File: src/rtl/count_window_ctrl.sv
// Run controller for a counter datapath: clears it, enables it for a programmed run length,
// and opens a trace window on / off / on inside the run. All outputs are registered.
module count_window_ctrl #(
  parameter int unsigned CNT_W = 4,
  parameter int unsigned TB_W  = 8
) (
  input  logic             clk,
  input  logic             reset,
  input  logic             start,
  input  logic             abort,
  input  logic [TB_W-1:0]  cfg_off_at,
  input  logic [TB_W-1:0]  cfg_on_at,
  input  logic [TB_W-1:0]  cfg_stop_at,
  input  logic [CNT_W-1:0] count_in,
  output logic             cnt_clr,
  output logic             cnt_en,
  output logic             trace_en,
  output logic             busy,
  output logic             done,
  output logic             cfg_err,
  output logic             wrap_seen,
  output logic [TB_W-1:0]  tb
);

  typedef enum logic [2:0] {
    IDLE,
    CLEAR,
    RUN_ON1,
    RUN_OFF,
    RUN_ON2,
    DONE
  } state_t;

  localparam logic [TB_W-1:0] TB_ONE = TB_W'(1);

  state_t          state, state_d;
  logic [TB_W-1:0] off_q, on_q, stop_q;
  logic [TB_W-1:0] tb_d;
  logic            latch, cfg_legal, in_run;
  logic            wrap_d, cnt_clr_d, cnt_en_d, trace_en_d, busy_d, done_d, cfg_err_d;

  assign cfg_legal = (cfg_off_at != '0) && (cfg_off_at < cfg_on_at) && (cfg_on_at < cfg_stop_at);
  assign in_run    = (state == RUN_ON1) || (state == RUN_OFF) || (state == RUN_ON2);

  always_comb begin
    state_d    = state;
    tb_d       = tb;
    wrap_d     = wrap_seen;
    latch      = 1'b0;
    cfg_err_d  = 1'b0;
    cnt_clr_d  = 1'b0;
    cnt_en_d   = 1'b0;
    trace_en_d = 1'b0;
    busy_d     = 1'b0;
    done_d     = 1'b0;

    // The counter wraps on this edge whenever it is enabled at all ones, abort or not.
    if (in_run && (count_in == '1)) wrap_d = 1'b1;

    unique case (state)
      IDLE: begin
        if (start && !abort) begin
          if (cfg_legal) begin
            latch   = 1'b1;
            state_d = CLEAR;
            tb_d    = '0;
            wrap_d  = 1'b0;
          end else begin
            cfg_err_d = 1'b1;
          end
        end
      end
      CLEAR: begin
        state_d = abort ? IDLE : RUN_ON1;
        tb_d    = '0;
      end
      RUN_ON1: begin
        if (abort) begin
          state_d = IDLE;
        end else begin
          tb_d = tb + TB_ONE;
          if (tb == off_q - TB_ONE) state_d = RUN_OFF;
        end
      end
      RUN_OFF: begin
        if (abort) begin
          state_d = IDLE;
        end else begin
          tb_d = tb + TB_ONE;
          if (tb == on_q - TB_ONE) state_d = RUN_ON2;
        end
      end
      RUN_ON2: begin
        if (abort) begin
          state_d = IDLE;
        end else if (tb == stop_q - TB_ONE) begin
          state_d = DONE;
        end else begin
          tb_d = tb + TB_ONE;
        end
      end
      DONE:    state_d = IDLE;
      default: state_d = IDLE;
    endcase

    // Outputs are decoded from the next state so they register alongside it.
    unique case (state_d)
      CLEAR: begin
        cnt_clr_d = 1'b1;
        busy_d    = 1'b1;
      end
      RUN_ON1, RUN_ON2: begin
        cnt_en_d   = 1'b1;
        trace_en_d = 1'b1;
        busy_d     = 1'b1;
      end
      RUN_OFF: begin
        cnt_en_d = 1'b1;
        busy_d   = 1'b1;
      end
      DONE:    done_d = 1'b1;
      default: ;
    endcase
  end

  always_ff @(posedge clk or posedge reset) begin
    if (reset) begin
      state     <= IDLE;
      off_q     <= '0;
      on_q      <= '0;
      stop_q    <= '0;
      tb        <= '0;
      wrap_seen <= 1'b0;
      cnt_clr   <= 1'b0;
      cnt_en    <= 1'b0;
      trace_en  <= 1'b0;
      busy      <= 1'b0;
      done      <= 1'b0;
      cfg_err   <= 1'b0;
    end else begin
      state     <= state_d;
      tb        <= tb_d;
      wrap_seen <= wrap_d;
      cnt_clr   <= cnt_clr_d;
      cnt_en    <= cnt_en_d;
      trace_en  <= trace_en_d;
      busy      <= busy_d;
      done      <= done_d;
      cfg_err   <= cfg_err_d;
      if (latch) begin
        off_q  <= cfg_off_at;
        on_q   <= cfg_on_at;
        stop_q <= cfg_stop_at;
      end
    end
  end

endmodule

File: config.mk
export PLATFORM = sky130hd
export DESIGN_NAME = count_window_ctrl
export DESIGN_NICKNAME = d
export VERILOG_FILES = /design/src/rtl/count_window_ctrl.sv
export SDC_FILE = /design/constraint.sdc
export NUM_CORES = 1
export LEC_CHECK = 0
export BUFFER_PORTS_ARGS = -buffer_cell sky130_fd_sc_hd__buf_2
export CAP_MARGIN = 5
export CORE_MARGIN = 2
export CORE_UTILIZATION = 31
export CTS_BUF_LIST = sky130_fd_sc_hd__clkbuf_8
export CTS_CLUSTER_DIAMETER = 40
export DETAILED_ROUTE_END_ITERATION = 8
export PLACE_DENSITY = 0.59
export SETUP_SLACK_MARGIN = 0.4
export SKIP_CTS_REPAIR_TIMING = 1
export SLEW_MARGIN = 20
export SYNTH_ARGS = -nofsm -noshare
export SYNTH_HDL_FRONTEND = slang
export SYNTH_SLANG_ARGS = --single-unit
File: constraint.sdc
create_clock -name clk -period 2.8 [get_ports clk]
set_input_delay 0.56 -clock clk [delete_from_list [all_inputs] [get_ports clk]]
set_output_delay 0.56 -clock clk [all_outputs]
set_load 0.02 [all_outputs]
# Word level (Yosys, flattened, before mapping)
# Index checks and enable logic that the tools add are counted.
[totals]
output_inout_bits = 15
reg_bits = 42
elab_cells = 82
[classes]
magnitude_cmp = 2
addsub = 4
eq_ne = 18
n_reduce_logical = 15
muxes = 31
[ops]
columns = ["cell", "count"]
rows = [
  ["$mux W8", 5],
  ["$pmux W8 S4", 1],
  ["$eq A8 B8 Y1", 3],
  ["$mux W3", 8],
  ["$sub A8 B1 Y8 const B", 3],
  ["$lt A8 B8 Y1", 2],
  ["$mux W1", 15],
  ["$pmux W3 S5", 1],
  ["$eq A3 B2 Y1 const B", 4],
  ["$ne A2 B2 Y1 const B", 5],
  ["$eq A3 B3 Y1 const B", 3],
  ["$add A8 B1 Y8 const B", 1],
  ["$reduce_bool A8 Y1", 1],
  ["$eq A3 B1 Y1 const B", 2],
  ["$reduce_and A6 Y1", 1],
  ["$eq A4 B4 Y1 const B", 1],
  ["$logic_and A1 B1 Y1", 4],
  ["$reduce_bool A4 Y1", 1],
  ["$reduce_or A2 Y1", 2],
  ["$reduce_or A4 Y1", 1],
  ["$logic_not A3 Y1", 1],
  ["$reduce_or A3 Y1", 1],
  ["$logic_or A1 B1 Y1", 2],
  ["$mux W2", 1],
  ["$logic_not A1 Y1", 1],
]

# Longest topological paths before layout
[logic_depth]
ltp_word = 9
mapped_depth = 11
depth_no_buf = 9

# Worst setup path before layout
# No wires, ideal clock.
[synth_timing]
kind = "input to register"
from = "in cfg_stop_at[5]"
to = "reg off_q[1]"
slack_ns = 0.021
path_buffers = 2
path_stages = 11
required_time_ns = 2.675
arrival_ns = 2.654
path_cell_list = "inv_1 ha_1 a21o_1 a21o_1 a221oi_1 o21ai_1 or3_1 clkbuf_1 inv_1 buf_2 mux2_2"
[synth_between]
elab_chain_len = 5
[synth_rtl]
columns = ["element", "line", "text"]
rows = [
  ["from (decl)", "13", "input logic [TB_W-1:0] cfg_stop_at,"],
  ["$lt A8 B8 Y1", "42", "assign cfg_legal = (cfg_off_at != '0) && (cfg_off_at < cfg_on_at) && (cfg_on_at < cfg_stop_at);"],
  ["$logic_and A1 B1 Y1", "42", ""],
  ["$mux W1", "63", "if (cfg_legal) begin"],
  ["$mux W1", "62", "if (start && !abort) begin"],
  ["$mux W1", "60", "unique case (state)"],
  ["to (signal assigned)", "151", "off_q <= cfg_off_at;"],
  ["to (decl)", "37", "logic [TB_W-1:0] off_q, on_q, stop_q;"],
]
# Every way passes these cells.
# A chain may end at the register's enable or synchronous reset.

# Worst setup path in the final report
[layout_timing]
from = "in cfg_stop_at[5]"
to = "reg tb[7]"
[layout_between]
elab_chain_len = 4
[layout_rtl]
columns = ["element", "line", "text"]
rows = [
  ["$lt A8 B8 Y1", "42", ""],
  ["$logic_and A1 B1 Y1", "42", ""],
  ["$ne A2 B2 Y1 (no source line)", "--", ""],
  ["$reduce_and A6 Y1 (no source line)", "--", ""],
  ["to (signal assigned)", "142", "tb <= tb_d;"],
  ["to (decl)", "22", "output logic [TB_W-1:0] tb"],
]
# Every way passes these cells.

==> results_dict.tcl <==
set metrics [dict create \
    slew_headroom_pct 42.7 \
    ios 47 \
    rsz0062_at_grt "true" \
    synth_area_leaders "dfrtp_1, ha_1, inv_1" \
    grt_usage_pct 15.8 \
    p_leak_nw 1.77 \
    overflow 0 \
    synth_ff_type "dfrtp_1" \
    routedWlPerCell_microns 15.5 \
    hold_viol_final 0 \
    fin_cells 523 \
    antenna_left 0 \
    synthArstFlopShare_pct 100 \
    crit_path_end_kind "flip-flop" \
    coreArea_sq_mm 0.00924 \
    min_period_ns 2.41 \
    min_path_type "in -> async" \
    p_per_area_mw_per_mm2 626 \
    drv_cap 0 \
    grt_max_degree 33 \
    synth_top_cell_area_share_pct 35.6 \
    critical_path_class "in -> reg" \
    ys_seq_area_share_pct 35.6 \
    via_count 2664 \
    r2r_slack_ns 0.44 \
    start_kind "input port" \
    synth_edf_count 0 \
    setup_viol 0 \
    gp_congestion 0.830 \
    portBuffers 46 \
    synthToLayoutAreaGrowth_pct 27.6 \
    insertedDiodeCount 0 \
    die_area_sq_mm 0.0103 \
    cts_sinks 42 \
    busiest_layer "met2" \
    hpwl_mm 6.02 \
    antenna_found_initial 0 \
    drt_iter0_drc 134 \
    synth_area_sq_mm 0.00295 \
    path_clk_slew_ns 0.08 \
    p_clk_share_pct 16.4 \
    clock_latency_ns 0.29 \
    drc_errors 0 \
    status "completed" \
    switchingPower_mw 0.922 \
    vdd_ir_drop_max_mv 0.249 \
    worstPathArrival_ns 2.59 \
    crit_required_ns 2.98 \
    cts_tree "done" \
    synth_nets 383 \
    max_freq_ghz 0.415 \
    routed_via_density 5.09 \
    reg2regPathDepth 8 \
    synth_area_per_cell_sq_um 8.87 \
    fin_setup_tns_ns 0 \
    worst_pin_slew_ns 0.860 \
    rows 35 \
    grt_pass1_wl_mm 12.7 \
    cts-root-buf "clkbuf_8" \
    place_inst 506 \
    p_seq_share_pct 39.4 \
    slew_violations 0 \
    die_h_microns 102 \
    internal-power_mw 1.44 \
    cp_max_fo 6 \
    r2r_end "tb[7]$_DFFE_PP0P_" \
    clk_path_buf_depth 2 \
    pwr-share-comb_pct 44.2 \
    yosysWarnings 0 \
    grt_pass1_vias 2526 \
    grtUsageMet3_pct 2.42 \
    finalCritPeriodShare_pct 86.0 \
    r2r-start "stop_q[0]$_DFFE_PP0P_" \
    htreeDepth 2 \
    die_w_microns 102 \
    use_met1_pct 22.7 \
    synthCells 333 \
    start_util_pct 32.0 \
    cts-buffers-inserted 5 \
    finalWirelength_mm 8.13 \
    synth_area_leader_cell "dfrtp_1" \
    swShare_pct 39.1 \
    grtUsageMet2_pct 25.4 \
    synth_cell_type_count 55 \
    skew_ns 0.00812 \
    nets 443 \
    ys_ff_latch 42 \
    drive_gt1_share_pct 34.5 \
    drt_first_pass_iters 4 \
]
-- layout make-up --
type	count	area (sq um)
multi-input cells	243	1900
clock inverters	3	17.5
repair buffers	70	430
inverters	31	134
flip-flops and latches	42	1060
well taps	129	161
fillers	937	5470
clock buffers	5	68.8
-- worst max path at each step --
stage	from	end
floorplan	cfg_stop_at[5]	tb[0]$_DFFE_PP0P_
global placement	cfg_stop_at[5]	off_q[1]$_DFFE_PP0P_
detailed placement	cfg_stop_at[5]	off_q[7]$_DFFE_PP0P_
CTS	stop_q[0]$_DFFE_PP0P_	tb[3]$_DFFE_PP0P_
global route	cfg_stop_at[5]	tb[7]$_DFFE_PP0P_
finish	cfg_stop_at[5]	tb[7]$_DFFE_PP0P_
-- cell families after synthesis --
group | count (synthesis) | synth area share [%]
xor gates and xnor gates | 23 | 6.82
DFF | 42 | 35.6
AOI/OAI and AO/OA | 78 | 18.9
muxes | 12 | 4.62
buffers and inverters | 48 | 6.78
adders and majority gates | 18 | 7.62
and+or+nand+nor | 112 | 19.7
-- worst max-delay path: stages --
cell and delay (ns):
buf_8 0.11, inv_12 0.04, ha_4 0.18, a21o_1 0.14, a21o_1 0.18, a221oi_2 0.28
o21ai_1 0.14, buf_4 0.16, o211ai_1 0.22, buf_4 0.20, o2111ai_2 0.11, a32o_2 0.27
-- placed cells by master, fill, tap and decap left out, drive strengths merged, types with 4 or more instances in the layout --
master,count
buf,70
dfrtp,42
nand2,31
inv,31
o21ai,25
ha,18
nor2,16
xnor2,12
xor2,11
nand2b,11
nor3,10
mux2,10
nand4,9
a21oi,9
nand3,8
nor4,6
a21o,5
a22o,5
clkbuf,5
o211ai,4
or3,4
-- power groups by stage --
stage	clock [mW]	sequential [mW]	combinational, mW
3_5_place_dp	0	0.923	0.854
2_1_floorplan	0	0.882	0.648
6_report	0.388	0.930	1.04
5_1_grt	0.426	0.953	1.16
3_3_place_gp	0	0.917	0.829
4_1_cts	0.395	0.909	0.859
-- per-stage QoR --
step	utilization, %	hold WS [ns]	worst slack, ns	instance area (sq um)	power (mW)
2_1_floorplan	-	0.469	0.248	3020	1.53
3_3_place_gp	37.2	0.482	0.0824	3430	1.75
3_5_place_dp	37.2	0.481	0.0135	3430	1.78
4_1_cts	38.1	0.392	0.202	3520	2.16
5_1_grt	40.8	0.371	0.299	3770	2.54
6_report	40.8	0.321	0.391	3770	2.36
-- sequential cells by signal, summed over array words and instances, names as in the netlist --
signal     flops
busy           1
cfg_err        1
cnt_clr        1
cnt_en         1
done           1
off_q          8
on_q           8
state          3
stop_q         8
tb             8
trace_en       1
wrap_seen      1
-- cell usage after synthesis, types with 3 or more instances --
cell type  number
nor4_1          6
nand2b_1       11
o21ba_2         3
xor2_1         11
o211ai_1        4
ha_1           18
xnor2_1        12
nor2_1         16
clkbuf_1        6
nand2_1        30
or3_1           4
buf_2           7
and3_1          3
nand3_1         8
mux2_2          9
or2_2           3
nand4_1         9
inv_1          31
nor3_1         10
a21o_1          5
o2111ai_1       3
dfrtp_1        42
nor3b_1         3
o21ai_0        23
a211oi_1        3
a22o_2          5
a21oi_1         9
-- layer usage --
metal  up-vias  wire length (microns)  part of all wire, %
li1       1310                      -                    -
met4         0                     94                  1.2
met1      1282                   3970                   49
met2        61                   3760                   46
met3        11                    307                  3.8
met5         -                      0                    0
No activity file was read; power rests on OpenSTA's default activity.
